===== config.mk =====
export PLATFORM = sky130hd
export DESIGN_NAME = duty_cycle_display_driver
export DESIGN_NICKNAME = d
export VERILOG_FILES = /design/src/rtl/duty_cycle_display_driver_pkg.sv /design/src/rtl/bin17_to_bcd_seq.sv /design/src/rtl/duty_cycle_display_driver.sv
export SDC_FILE = /design/constraint.sdc
export NUM_CORES = 1
export LEC_CHECK = 0
export CAP_MARGIN = 40
export CORE_UTILIZATION = 44
export CTS_BUF_LIST = sky130_fd_sc_hd__clkbuf_8 sky130_fd_sc_hd__clkbuf_16
export DETAILED_ROUTE_END_ITERATION = 10
export PLACE_DENSITY_LB_ADDON = 0.25
export SYNTH_ARGS = -nofsm -noshare
export SYNTH_HDL_FRONTEND = slang
export SYNTH_SLANG_ARGS = --single-unit

===== constraint.sdc =====
create_clock -name clk -period 2.4 [get_ports clk]
set_clock_uncertainty 0.15 [all_clocks]
set_input_delay 0.6 -clock clk [delete_from_list [all_inputs] [get_ports clk]]
set_output_delay 0.6 -clock clk [all_outputs]
set_load 0.02 [all_outputs]

===== src/rtl/duty_cycle_display_driver_pkg.sv =====
// Shared widths, FSM encoding and 7-segment codes for the duty-cycle display driver.
package duty_cycle_display_driver_pkg;

   localparam int BIN_W      = 17;
   localparam int NUM_DIGITS = 6;
   localparam int BCD_W      = 4 * NUM_DIGITS;
   localparam int CNT_W      = 5;

   typedef enum logic [1:0] {
      ST_IDLE,
      ST_CONVERT,
      ST_COMMIT
   } state_t;

   // Segment order {g,f,e,d,c,b,a}, active-low.
   localparam logic [6:0] SEG_0   = 7'b1000000;
   localparam logic [6:0] SEG_1   = 7'b1111001;
   localparam logic [6:0] SEG_2   = 7'b0100100;
   localparam logic [6:0] SEG_3   = 7'b0110000;
   localparam logic [6:0] SEG_4   = 7'b0011001;
   localparam logic [6:0] SEG_5   = 7'b0010010;
   localparam logic [6:0] SEG_6   = 7'b0000010;
   localparam logic [6:0] SEG_7   = 7'b1111000;
   localparam logic [6:0] SEG_8   = 7'b0000000;
   localparam logic [6:0] SEG_9   = 7'b0010000;
   localparam logic [6:0] SEG_OFF = 7'b1111111;

   localparam logic [NUM_DIGITS-1:0] AN_OFF = '1;

   function automatic logic [6:0] seg_encode(input logic [3:0] digit);
      logic [6:0] s;
      s = SEG_OFF;
      case (digit)
         4'd0:    s = SEG_0;
         4'd1:    s = SEG_1;
         4'd2:    s = SEG_2;
         4'd3:    s = SEG_3;
         4'd4:    s = SEG_4;
         4'd5:    s = SEG_5;
         4'd6:    s = SEG_6;
         4'd7:    s = SEG_7;
         4'd8:    s = SEG_8;
         4'd9:    s = SEG_9;
         default: s = SEG_OFF;
      endcase
      return s;
   endfunction

endpackage


===== src/rtl/bin17_to_bcd_seq.sv =====
// Sequential double-dabble engine: start loads a binary value, each step does
// one add-3/shift; last is high on the step that completes the conversion.
module bin17_to_bcd_seq
   import duty_cycle_display_driver_pkg::*;
(
   input  logic             clk,
   input  logic             reset,
   input  logic             start,
   input  logic [BIN_W-1:0] bin_in,
   input  logic             step,
   output logic [BCD_W-1:0] bcd,
   output logic             last
);

   logic [BIN_W-1:0] bin_sr;
   logic [BCD_W-1:0] bcd_sr;
   logic [BCD_W-2:0] bcd_adj;
   logic [CNT_W-1:0] cnt;

   // The top nibble never exceeds 1 for a 17-bit input, so it needs no adjust.
   always_comb begin
      bcd_adj = bcd_sr[BCD_W-2:0];
      for (int i = 0; i < NUM_DIGITS - 1; i++) begin
         if (bcd_sr[4*i +: 4] >= 4'd5)
            bcd_adj[4*i +: 4] = bcd_sr[4*i +: 4] + 4'd3;
      end
   end

   // NOTE: registers use <= so every flop samples pre-edge values regardless of statement order.
   always_ff @(posedge clk) begin
      if (!reset) begin
         bin_sr <= '0;
         bcd_sr <= '0;
         cnt    <= '0;
      end else if (start) begin
         bin_sr <= bin_in;
         bcd_sr <= '0;
         cnt    <= '0;
      end else if (step) begin
         bcd_sr <= {bcd_adj, bin_sr[BIN_W-1]};
         bin_sr <= {bin_sr[BIN_W-2:0], 1'b0};
         cnt    <= cnt + 1'b1;
      end
   end

   assign bcd  = bcd_sr;
   assign last = (cnt == CNT_W'(BIN_W - 1));

endmodule


===== src/rtl/duty_cycle_display_driver.sv =====
// Converts the 17-bit duty-cycle value to decimal and scans it onto a 6-digit
// common-anode display; the shown number only changes on a finished conversion.
module duty_cycle_display_driver
   import duty_cycle_display_driver_pkg::*;
#(
   parameter int REFRESH_DIV   = 100000,
   parameter bit BLANK_LEADING = 1'b1
) (
   input  logic                  clk,
   input  logic                  reset,
   input  logic [BIN_W-1:0]      value,
   input  logic                  value_valid,
   output logic                  busy,
   output logic [NUM_DIGITS-1:0] an,
   output logic [6:0]            seg,
   output logic                  dp
);

   localparam int PRESC_W = $clog2(REFRESH_DIV);
   localparam int IDX_W   = 3;

   state_t           state, state_nxt;
   logic             pending;
   logic [BIN_W-1:0] pending_val;
   logic             eng_start, eng_step, eng_last, commit;
   logic [BIN_W-1:0] eng_bin;
   logic [BCD_W-1:0] eng_bcd, digit_reg;

   bin17_to_bcd_seq u_conv (
      .clk    (clk),
      .reset  (reset),
      .start  (eng_start),
      .bin_in (eng_bin),
      .step   (eng_step),
      .bcd    (eng_bcd),
      .last   (eng_last)
   );

   // NOTE: every output gets a default first so no path leaves one unassigned (no latches).
   always_comb begin
      state_nxt = state;
      eng_start = 1'b0;
      eng_step  = 1'b0;
      eng_bin   = value;
      commit    = 1'b0;
      case (state)
         ST_IDLE: begin
            if (value_valid) begin
               eng_start = 1'b1;
               state_nxt = ST_CONVERT;
            end
         end
         ST_CONVERT: begin
            eng_step = 1'b1;
            if (eng_last)
               state_nxt = ST_COMMIT;
         end
         ST_COMMIT: begin
            commit = 1'b1;
            // A strobe landing on the commit edge is the newest pending value.
            if (pending || value_valid) begin
               eng_start = 1'b1;
               eng_bin   = value_valid ? value : pending_val;
               state_nxt = ST_CONVERT;
            end else begin
               state_nxt = ST_IDLE;
            end
         end
         default: state_nxt = ST_IDLE;
      endcase
   end

   always_ff @(posedge clk) begin
      if (!reset) begin
         state       <= ST_IDLE;
         pending     <= 1'b0;
         pending_val <= '0;
         digit_reg   <= '0;
      end else begin
         state <= state_nxt;
         if (commit) begin
            digit_reg <= eng_bcd;
            pending   <= 1'b0;
         end else if (value_valid && state == ST_CONVERT) begin
            pending     <= 1'b1;
            pending_val <= value;
         end
      end
   end

   assign busy = (state != ST_IDLE);
   assign dp   = 1'b1;

   logic [PRESC_W-1:0] presc;
   logic [IDX_W-1:0]   idx;
   logic               wrap, cur_blank;
   logic [BCD_W-1:0]   shifted;

   assign wrap    = (presc == PRESC_W'(REFRESH_DIV - 1));
   assign shifted = digit_reg >> {idx, 2'b00};
   // Leading-zero test: this digit and everything above it are zero.
   assign cur_blank = BLANK_LEADING && (idx != '0) && (shifted == '0);

   always_ff @(posedge clk) begin
      if (!reset) begin
         presc <= '0;
         idx   <= '0;
         an    <= AN_OFF;
         seg   <= SEG_OFF;
      end else if (wrap) begin
         presc <= '0;
         idx   <= (idx == IDX_W'(NUM_DIGITS - 1)) ? '0 : idx + 1'b1;
         an    <= AN_OFF;
         seg   <= SEG_OFF;
      end else begin
         presc <= presc + 1'b1;
         an    <= ~(NUM_DIGITS'(1) << idx);
         seg   <= cur_blank ? SEG_OFF : seg_encode(shifted[3:0]);
      end
   end

endmodule


**Yosys cells after proc, flatten, opt, wreduce, memory -nomap -nowiden**

Memories as Yosys holds them, arrays and structs flattened. A register that Yosys moved wholly into a read port is not among the register bits.
Cells that the tools add are included.

- Bitwise gates (word level): 3
- $lt $le $gt $ge: 5
- Eq/ne operators: 7
- $add $sub $neg: 8
- Multiplexer cells: 20
- Reduce and logical (&&, ||, !) cells: 14
- Shift-type cells: 2

Operators with widths:

| operator | number |
|---|---|
| two-way mux 17 bit | 5 |
| zero test 24 bit | 1 |
| right shift 24 x 5 -> 24 bit | 1 |
| adder 4 x 2 -> 4 bit (second input constant) | 5 |
| greater-or-equal comparator 4 x 3 -> 1 bit (second input constant) | 5 |
| two-way mux 4 bit | 5 |
| adder 17 x 1 -> 17 bit (second input constant) | 1 |
| == test 17 bit (second input constant) | 1 |
| inverter 6 bit | 1 |
| case mux 2 bit (3 select lines) | 1 |
| OR reduction 2 bit | 3 |
| << shifter 1 x 3 -> 6 bit (first input constant) | 1 |
| adder 5 x 1 -> 5 bit (second input constant) | 1 |
| == test 5 bit (second input constant) | 1 |
| two-way mux 1 bit | 5 |
| two-way mux 2 bit | 2 |
| inequality test 2 bit (second input constant) | 2 |
| AND reduction 2 bit | 2 |
| nonzero test 2 bit | 2 |
| adder 3 x 1 -> 3 bit (second input constant) | 1 |
| == test 3 bit (second input constant) | 1 |
| two-way mux 3 bit | 1 |
| nonzero test 3 bit | 1 |
| OR reduction 3 bit | 1 |
| 7 further kinds | 9 |

- Input bits: 20
- Bits in read-only memories: 112
- Memories kept: 1
- Register bits: 116
- Output and inout bits: 15

Memories:

| name | words | width | read ports | clocked after Yosys merged registers in | write ports | RTL line | RTL |
|---|---|---|---|---|---|---|---|
| (no name shown) | 16 | 7 | 1 | 1 | 0 | duty_cycle_display_driver_pkg.sv:33 | `case (digit)` |

**Logic depth before layout (Yosys ltp)**

Gate-level depths: netlist of run 1.

- Word-level depth: 4
- Depth in mapped cells: 10

**Cells and area by module**

Synthesis of run 1 repeated with hierarchy kept, for this count alone.

- Cells, all modules: 717
- Area, all modules: 6,079.6 µm²

By module, submodules not included:

| module | area each (µm²) | cells each | times used |
|---|---|---|---|
| duty_cycle_display_driver | 3,490.8 | 409 | 1 |
| bin17_to_bcd_seq | 2,588.7 | 308 | 1 |

**Least setup slack after synthesis of run 1**

OpenSTA, ideal clock, no wires.

- Kind: reg2reg
- Start point: register idx[0]
- End point: register seg[6]
- Arrival time: 2.189 ns
- Slack: -0.074 ns
- Cell stages (with the launch flop): 10
- Path buffers: 2
- Required time: 2.115 ns
- Clock period less this slack: 2.474 ns
- Cells stage by stage: dfxtp_1 buf_6 clkbuf_8 mux4_2 a22oi_1 inv_1 ha_1 mux2_2 o21ai_0 nand3_1

- Longest elaborated chain between the ends: 4
- Elaborated cells between the ends (all ways): 5
- Classes of those cells: 1 x shift; 4 x reduce/logical

RTL lines:

| item | RTL line | RTL |
|---|---|---|
| from (decl) | duty_cycle_display_driver.sv:95 | `logic [IDX_W-1:0] idx;` |
| from (signal assigned) | duty_cycle_display_driver.sv:112 | `idx <= (idx == IDX_W'(NUM_DIGITS - 1)) ? '0 : idx + 1'b1;` |
| right shift 24 x 5 -> 24 bit | duty_cycle_display_driver.sv:100 | `assign shifted = digit_reg >> {idx, 2'b00};` |
| zero test 24 bit | duty_cycle_display_driver.sv:102 | `assign cur_blank = BLANK_LEADING && (idx != '0) && (shifted == '0);` |
| logical AND 1 bit | duty_cycle_display_driver.sv:102 |  |
| OR reduction 3 bit (no line) | -- |  |
| to (decl) | duty_cycle_display_driver.sv:15 | `output logic [6:0] seg,` |

Parallel ways exist; a longest one is shown, timed or not.
A chain may end at the register's enable or synchronous reset.

**Final worst setup path of run 1**

Same ends and word-level chain as after synthesis.

==> qor.csv, run 1 <==
stage,metric,value,unit
routing,detailroute.via_count,4657,
worst_setup_path,worstSetupPathType,reg2reg,
pwr,power.leakage,2.58,nW
global_route,met1_usage,24.9,%
clock_network,cts_tree,done,
clock_network,clockBufferDepth,2,
placement,place.gp.congestion,0.889,
worst_setup_path,path_buf_inv,2,
worst_setup_path,crit_chain,"buf_12, mux4_2, a22oi_2, inv_1, ha_1, mux2_2, o21ai_0, nand3_1",
min_path,hold_class,reg2reg,
worst_setup_path,crit_family,multiplexers,
global_route,grtUsageMet2,30.5,%
synth,synth.distinct_cells,52,
worst_setup_path,r2r_setup_slack,120,ps
routing,viasPerCell,5.26,
global_route,grt_pass1_wl,20300,um
global_route,grt_max_degree,39,
sta,fin_crit_sh,95.2,%
sta,setup_viol,0,
clock_network,clock_insertion_delay_worst_skew,410,ps
layout,drive_gt1_share,11.6,%
synth,synth_ff_type,dfxtp_1,
sta,fin_crit,2280,ps
layout,fin_area,6920,um2
floorplanning,rows,41,
global_route,busiest_layer,met2,
worst_setup_path,critical_path_required,2540,ps
routing,ant_nets,0,
synth,synthArstFlopShare,0,%
sta,slew_viol_final,0,
placement,portBuffers,33,
sta,rsz0062_at_grt,no,
placement,dpl-instance-area,6310,um2
global_route,use_met3,4.34,%
pwr,vdd.ir_drop.worst,0.535,mV
floorplanning,die_x,116,um
flow_run,cap_violations,0,
clock_network,clkTransAtPathRegs,50,ps
synth,yosys_warnings,0,
worst_setup_path,start_kind,flop,
clock_network,clock-root-buffer,clkbuf_16,
routing,initialDrtViolationCount,318,
synth,syn_area,5670,um2
worst_setup_path,slowest_delay,510,ps
worst_setup_path,cp_max_fo,13,
floorplanning,start_util,45.1,%
routing,totalWireLength,11800,um
floorplanning,io_pins,35,
routing,drt-wirelength-per-cell,13.3,um
global_route,grt_remaining_overflow,0,
layout,syn_to_final_growth,22.0,%
global_route,grt_use_total,19.1,%
placement,dp_hpwl,8170,um
layout,n_antenna_cell,0,
floorplanning,die-area,13300,um2
routing,drc,0,
floorplanning,coreArea,12600,um2
status,status,completed,
floorplanning,die_h,116,um
sta,fmax,438,MHz
global_route,antenna_found_initial,0,
pwr,power.density,712,nW/um2
synth,avgSynthCellArea,8.57,um2
sta,max_slew_margin,64.6,%
worst_setup_path,worstSetupEndpointType,flop,
worst_setup_path,cp_slowest_cell,mux4_2,
sta,worst_pin_slew,526,ps
clock_network,clkSinkCount,123,
synth,syn_inst,662,
clock_network,cts_buffers,17,
synth,synth_nets,701,
global_route,grt_pass1_vias,4325,
sta,fin_tns_setup,0,ps
synth,synth.yosys.seq_area_share,43.4,%
routing,dr.pass1.iters,4,
clock_network,htreeDepth,4,
synth,ys_ff_latch,123,
worst_setup_path,crit_arrival,2420,ps
sta,hold_viol,0,
layout,nets,740,
synth,synth_edf_count,0,
layout by cell type, fill, tap and decap left out, drive strengths merged, types with 4 or more instances in the layout:
master / synthesis / final
nor2: 44 / 44
and2: 11 / 11
nor3: 13 / 13
clkdlybuf4s50: 0 / 31
nand2: 122 / 122
o22ai: 15 / 15
dfxtp: 123 / 123
a21oi: 47 / 47
xnor2: 14 / 14
a21boi: 45 / 45
o221ai: 17 / 17
nand3: 23 / 23
xor2: 16 / 16
a22oi: 5 / 5
and3: 5 / 5
nor2b: 8 / 8
clkbuf: 33 / 20
mux4: 4 / 4
nand2b: 8 / 8
nand4: 5 / 5
buf: 8 / 29
ha: 19 / 19
inv: 19 / 19
clkinv: 1 / 8
mux2: 7 / 7
mux2i: 4 / 4
o21ai: 21 / 21
power breakdown:
part	leakage (nW)	internal [mW]	switching, mW
sequential	1.00	2.10	0.0314
clock	0.287	1.60	0.903
combinational	1.30	0.139	0.161
total	2.58	3.83	1.10
through the flow:
step	worst slack [ps]	hold WS (ps)	utilization, %	cells	total power, mW
CTS	5.84	313	54.9	886	4.98
global route	16.5	330	55.1	886	5.09
floorplan	42.3	276	-	662	2.34
finish	116	310	55.1	886	4.93
detailed placement	52.0	301	50.2	854	2.47
global placement	94.8	290	50.2	854	2.46
worst register-to-register path: stages (launching register included):
cell and delay [ps]:
dfxtp_2 350, buf_12 140, mux4_2 510, a22oi_2 180
inv_1 120, ha_1 230, mux2_2 260, o21ai_0 130
nand3_1 90
synthesized netlist by cell type, drive strengths merged (7+ instances only):
library cell	instances	area, um2
a21oi	47	235
a21boi	45	338
xnor2	14	123
nor2b	8	50.1
nor3	13	65.1
o22ai	15	93.8
inv	19	71.3
mux2	7	82.6
clkbuf	33	134
and2	11	68.8
nand2b	8	50.1
nand3	23	120
nand2	122	458
ha	19	238
buf	8	58.8
nor2	44	165
xor2	16	140
o21ai	21	105
dfxtp	123	2460
o221ai	17	149
final cells by class:
cell class / instances / area (um2)
clock buffers: 20 / 467
flip-flops and latches: 123 / 2460
repair buffers: 61 / 613
inverters: 20 / 75.1
well taps: 172 / 215
fillers: 1127 / 5650
clock inverters: 12 / 121
multi-input cells: 478 / 2970
routing by layer:
layer / wire, um / part of all wire [%] / vias up
met1: 5820 / 49 / 2203
met4: 182 / 1.5 / 0
met5: 0 / 0 / -
met2: 5420 / 46 / 66
li1: - / - / 2370
met3: 351 / 3.0 / 18
path summary, 6_finish.rpt:
| kind | cells after the start | from | endpoint |
|---|---|---|---|
| max | 8 | idx[0] | seg[6] |
| min | 1 | presc[0] | presc[0] |
| max reg2reg | 8 | idx[0] | seg[6] |
| min reg2reg | 1 | presc[0] | presc[0] |
timing repair:
item | CTS | global route
resized for setup | 0 | 5
setup buffers | 0 | 0
hold buffers | 0 | 0
setup endpoints to repair | 0 | 8
logic make-up after synthesis:
family                   share of synthesized area, %
XOR/XNOR                                         4.63
buffers and inverters                            4.72
flip-flops                                       43.4
multiplexers                                     3.82
AND/OR/NAND/NOR                                  19.7
adder cells (fa/ha/maj)                          4.19
other                                          0.0661
AO/OA/AOI/OAI                                    19.4
(Power assumes the default switching activity.)
==> run 2, diff against run 1 <==
--- a/constraint.sdc
+++ b/constraint.sdc
@@ -3,3 +3,3 @@
 set_input_delay 0.6 -clock clk [delete_from_list [all_inputs] [get_ports clk]]
 set_output_delay 0.6 -clock clk [all_outputs]
-set_load 0.02 [all_outputs]
+set_load 0.1 [all_outputs]
==> qor.csv, run 2 (synthesis results as in run 1) <==
stage,metric,value,unit
routing,totalWireLength,11900,um
min_path,hold_class,reg2reg,
global_route,grt_use_total,19.2,%
clock_network,clockBufferDepth,2,
clock_network,clkTransAtPathRegs,50,ps
sta,fin_crit,2280,ps
placement,pre_cts_slack,16.9,ps
floorplanning,die_h,116,um
layout,finalNonFillerCells,888,
routing,dr.pass1.iters,6,
worst_setup_path,cp_slowest_cell,mux4_1,
sta,setup_slack,118,ps
clock_network,ctsHoldBuffers,0,
worst_setup_path,start_kind,flop,
worst_setup_path,crit_family,multiplexers,
worst_setup_path,crit_start,idx[0],
placement,portBuffers,33,
clock_network,clock_insertion_delay_worst_skew,410,ps
worst_setup_path,crit_arrival,2420,ps
layout,syn_to_final_growth,20.7,%
sta,rsz0062_at_grt,no,
floorplanning,coreArea,12600,um2
clock_network,clock-root-buffer,clkbuf_16,
sta,hold_viol,0,
routing,detailroute.via_count,4658,
status,status,completed,
flow_run,cap_violations,0,
placement,place.gp.congestion,0.885,
pwr,power,4.88,mW
pwr,power.density,712,nW/um2
placement,dp_hpwl,8230,um
sta,slew_viol_final,0,
floorplanning,io_pins,35,
sta,fin_tns_setup,0,ps
layout,multi_input_area,2970,um2
worst_setup_path,path_buf_inv,1,
worst_setup_path,cp_max_fo,3,
global_route,grt_pass1_wl,20400,um
layout,nets,742,
global_route,grt_pass1_vias,4384,
clock_network,cts_buffers,17,
layout,n_antenna_cell,0,
routing,initialDrtViolationCount,282,
worst_setup_path,crit_chain,"mux4_1, a22oi_2, inv_1, ha_1, mux2_2, o21ai_0, nand3_1",
layout,drive_gt1_share,13.3,%
global_route,grt_max_degree,38,
sta,fmax,438,MHz
worst_setup_path,worstSetupEndpointType,flop,
global_route,antenna_found_initial,0,
routing,drc,0,
clock_network,cts_tree,done,
clock_network,cts.repair.resized,0,
clock_network,clkSinkCount,123,
sta,setup_viol,0,
routing,viasPerCell,5.25,
layout,fillers,1137,
worst_setup_path,worstSetupPathType,reg2reg,
layout,regArea,2460,um2
worst_setup_path,critical_path_required,2530,ps
routing,drt-wirelength-per-cell,13.4,um
pwr,power.leakage,2.59,nW
floorplanning,start_util,45.1,%
worst_setup_path,slowest_delay,600,ps
floorplanning,die_x,116,um
sta,fin_crit_sh,95.1,%
clock_network,htreeDepth,4,
layout,final_cell_mix,"nand2_1, dfxtp_1, a21oi_1",
placement,placed_cells,856,
global_route,grt_remaining_overflow,0,
worst_setup_path,timing.rr.start,idx[0],
clock_network,cts_setup_buffers,0,
floorplanning,rows,41,
routing,ant_nets,0,
floorplanning,die-area,13300,um2
sta,hold-worst-slack,309,ps
pwr,vdd.ir_drop.worst,0.463,mV
min_path,hold_path_startpoint,u_conv.bcd[23],
-- run 2: cell types whose count changed in the layout (fill, tap and decap cells not counted) --
cell	delta
buf_4	+18
clkdlybuf4s50_1	-13
inv_1	+4
clkinvlp_4	-3
buf_12	-2
clkbuf_8	-1
clkinv_2	+1
clkinv_4	-1
dlymetal6s2s_1	-1
-- run 2: per-stage QoR --
stage | util, % | instance area, um2
6_report | 54.5 | 6850
5_1_grt | 54.5 | 6850
4_1_cts | 54.3 | 6830
3_5_place_dp | 49.8 | 6260
3_3_place_gp | 49.8 | 6260
2_1_floorplan | - | 5680
-- run 2: where the power goes --
part / total [mW] / switching [mW] / internal (mW)
combinational: 0.349 / 0.213 / 0.135
clock: 2.40 / 0.849 / 1.55
sequential: 2.13 / 0.0317 / 2.10
-- run 2: metal layers --
layer | global-route usage (%) | vias to the layer above | wire, um
met3 | 4.34 | 9 | 373
met4 | 7.27 | 0 | 138
met5 | 0 | - | 0
met2 | 30.3 | 79 | 5570
li1 | - | 2377 | -
met1 | 25.4 | 2193 | 5800
-- run 2: path summary, 6_finish.rpt --
kind                         end  slack [ps]  cells past startpoint
setup / recovery          seg[6]         120                      7
hold / removal    u_conv.bcd[23]         310                      2
setup reg to reg          seg[6]         120                      7
hold reg to reg   u_conv.bcd[23]         310                      2
-- run 2: cell type report --
class	count	share of cell area [%]
tap	172	3.14
timing repair buffer	63	8.26
inverter	20	1.10
clock inverter	13	1.61
clock buffer	19	6.61
sequential	123	36.0
multi-input combinational	478	43.3
-- run 2: worst reg2reg max path, delay by kind of cell, from the launching register on --
family	cells	cell delay [ps]
muxes	2	860
buffers and inverters	1	100
AOI/OAI and AO/OA	2	390
DFF	1	360
and+or+nand+nor	1	90
adders and majority gates	1	200
==> run 3, diff against run 2 <==
Settings changed: ABC_AREA set to 0, CORE_UTILIZATION 44 to 30.
==> qor.csv, run 3 (synthesis results as in run 1) <==
stage,metric,value,unit
clock_network,clockBufferDepth,2,
worst_setup_path,r2r_setup_slack,120,ps
layout,multi_input_area,2970,um2
worst_setup_path,crit_start,idx[0],
layout,drive_gt1_share,13.8,%
worst_setup_path,worstRegToRegCells,8,
worst_setup_path,crit_arrival,2430,ps
global_route,antenna_found_initial,0,
worst_setup_path,crit_chain,"buf_6, mux4_2, a22oi_2, inv_2, ha_1, mux2_2, o21ai_0, nand3_1",
sta,hold_viol,0,
floorplanning,die_x,139,um
layout,syn_to_final_growth,24.0,%
routing,ant_nets,0,
floorplanning,rows,49,
sta,fin_tns_setup,0,ps
global_route,grt_pass1_wl,21300,um
floorplanning,die-area,19500,um2
routing,dr.pass1.iters,4,
layout,fillers,1797,
clock_network,clkTransAtPathRegs,60,ps
floorplanning,io_pins,35,
clock_network,clock-root-buffer,clkbuf_16,
clock_network,htreeDepth,4,
floorplanning,die_h,139,um
clock_network,clock_insertion_delay_worst_skew,420,ps
placement,place.gp.congestion,0.815,
layout,regArea,2460,um2
clock_network,clkSinkCount,123,
layout,nets,742,
placement,portBuffers,33,
floorplanning,start_util,31.0,%
layout,final_cell_mix,"dfxtp_1, nand2_1, a21oi_1",
worst_setup_path,worstSetupPathType,reg2reg,
flow_run,cap_violations,0,
routing,drt-wirelength-per-cell,13.1,um
global_route,grt_pass1_vias,4627,
global_route,grt_use_total,13.5,%
worst_setup_path,start_kind,flop,
clock_network,ctsHoldBuffers,0,
worst_setup_path,slowest_delay,510,ps
routing,initialDrtViolationCount,236,
sta,fin_crit_sh,95.2,%
pwr,power,5.30,mW
routing,drc,0,
worst_setup_path,cp_max_fo,11,
min_path,hold_path_startpoint,u_conv.bcd[23],
layout,n_antenna_cell,0,
layout,final_common_cell,dfxtp_1,
status,status,completed,
pwr,power.density,754,nW/um2
sta,setup_viol,0,
floorplanning,coreArea,18300,um2
global_route,grt_max_degree,38,
global_route,grt_remaining_overflow,0,
sta,fmax,438,MHz
worst_setup_path,critical_path_required,2540,ps
pwr,vdd.ir_drop.worst,0.356,mV
sta,hold-worst-slack,307,ps
clock_network,cts_buffers,17,
worst_setup_path,worstSetupEndpointType,flop,
sta,fin_crit,2280,ps
routing,viasPerCell,4.93,
pwr,power.leakage,2.61,nW
min_path,min_path_cells,2,
routing,detailroute.via_count,4658,
clock_network,cts_tree,done,
sta,slew_viol_final,0,
routing,totalWireLength,12400,um
placement,dp_hpwl,8610,um
min_path,hold_class,reg2reg,
worst_setup_path,cp_slowest_cell,mux4_2,
worst_setup_path,timing.rr.start,idx[0],
-- run 3: cell types whose count changed in the layout (fill, tap and decap cells not counted), moves of 2 or more --
cell and delta:
buf_4 -2, bufinv_16 +3, clkinv_2 -6, clkinv_4 +4, clkinvlp_4 +4, inv_1 -5
-- run 3: metrics by stage --
stage	utilization, %	instances	area [um2]	worst slack (ps)
2_1_floorplan	-	662	5680	42.3
3_3_place_gp	34.6	910	6330	114
3_5_place_dp	34.6	910	6330	30.5
4_1_cts	38.2	942	6990	2.77
5_1_grt	38.5	945	7030	-3.82
6_report	38.5	945	7030	115
-- run 3: final timing paths --
path	to
hold reg to reg	u_conv.bcd[23]
setup / recovery	seg[6]
setup reg to reg	seg[6]
hold / removal	u_conv.bcd[23]
-- run 3: report_power, final --
part / switching, mW / internal, mW
Clock: 0.956 / 1.87
Sequential: 0.0320 / 2.10
Combinational: 0.213 / 0.135
Total: 1.20 / 4.10
-- run 3: area by class of cell --
class | instances | area share, %
flip-flops and latches | 123 | 35.0
repair buffers | 63 | 8.28
well taps | 229 | 4.08
clock buffers | 18 | 6.25
multi-input cells | 478 | 42.2
inverters | 20 | 1.07
clock inverters | 14 | 3.13
-- run 3: worst max-delay path: cells and delay by family, from the launching register on --
kind / cells / cell delay [ps]
buf+inv: 2 / 240
fa+ha+maj: 1 / 210
compound gates: 2 / 330
simple gates: 1 / 90
flops: 1 / 360
mux: 2 / 770
-- run 3: timing repair --
action,4_1_cts,5_1_grt
endpoints found under the setup margin,0,7
resized for setup,0,5
setup buffers,0,3
-- run 3: metal layers --
layer	track usage, %	wire length (um)	part of all wire, %	up-vias
li1	-	-	-	2373
met1	16.7	5860	47	2185
met2	21.9	5850	47	72
met3	3.17	374	3.0	28
met4	7.19	292	2.4	0
met5	0	0	0	-
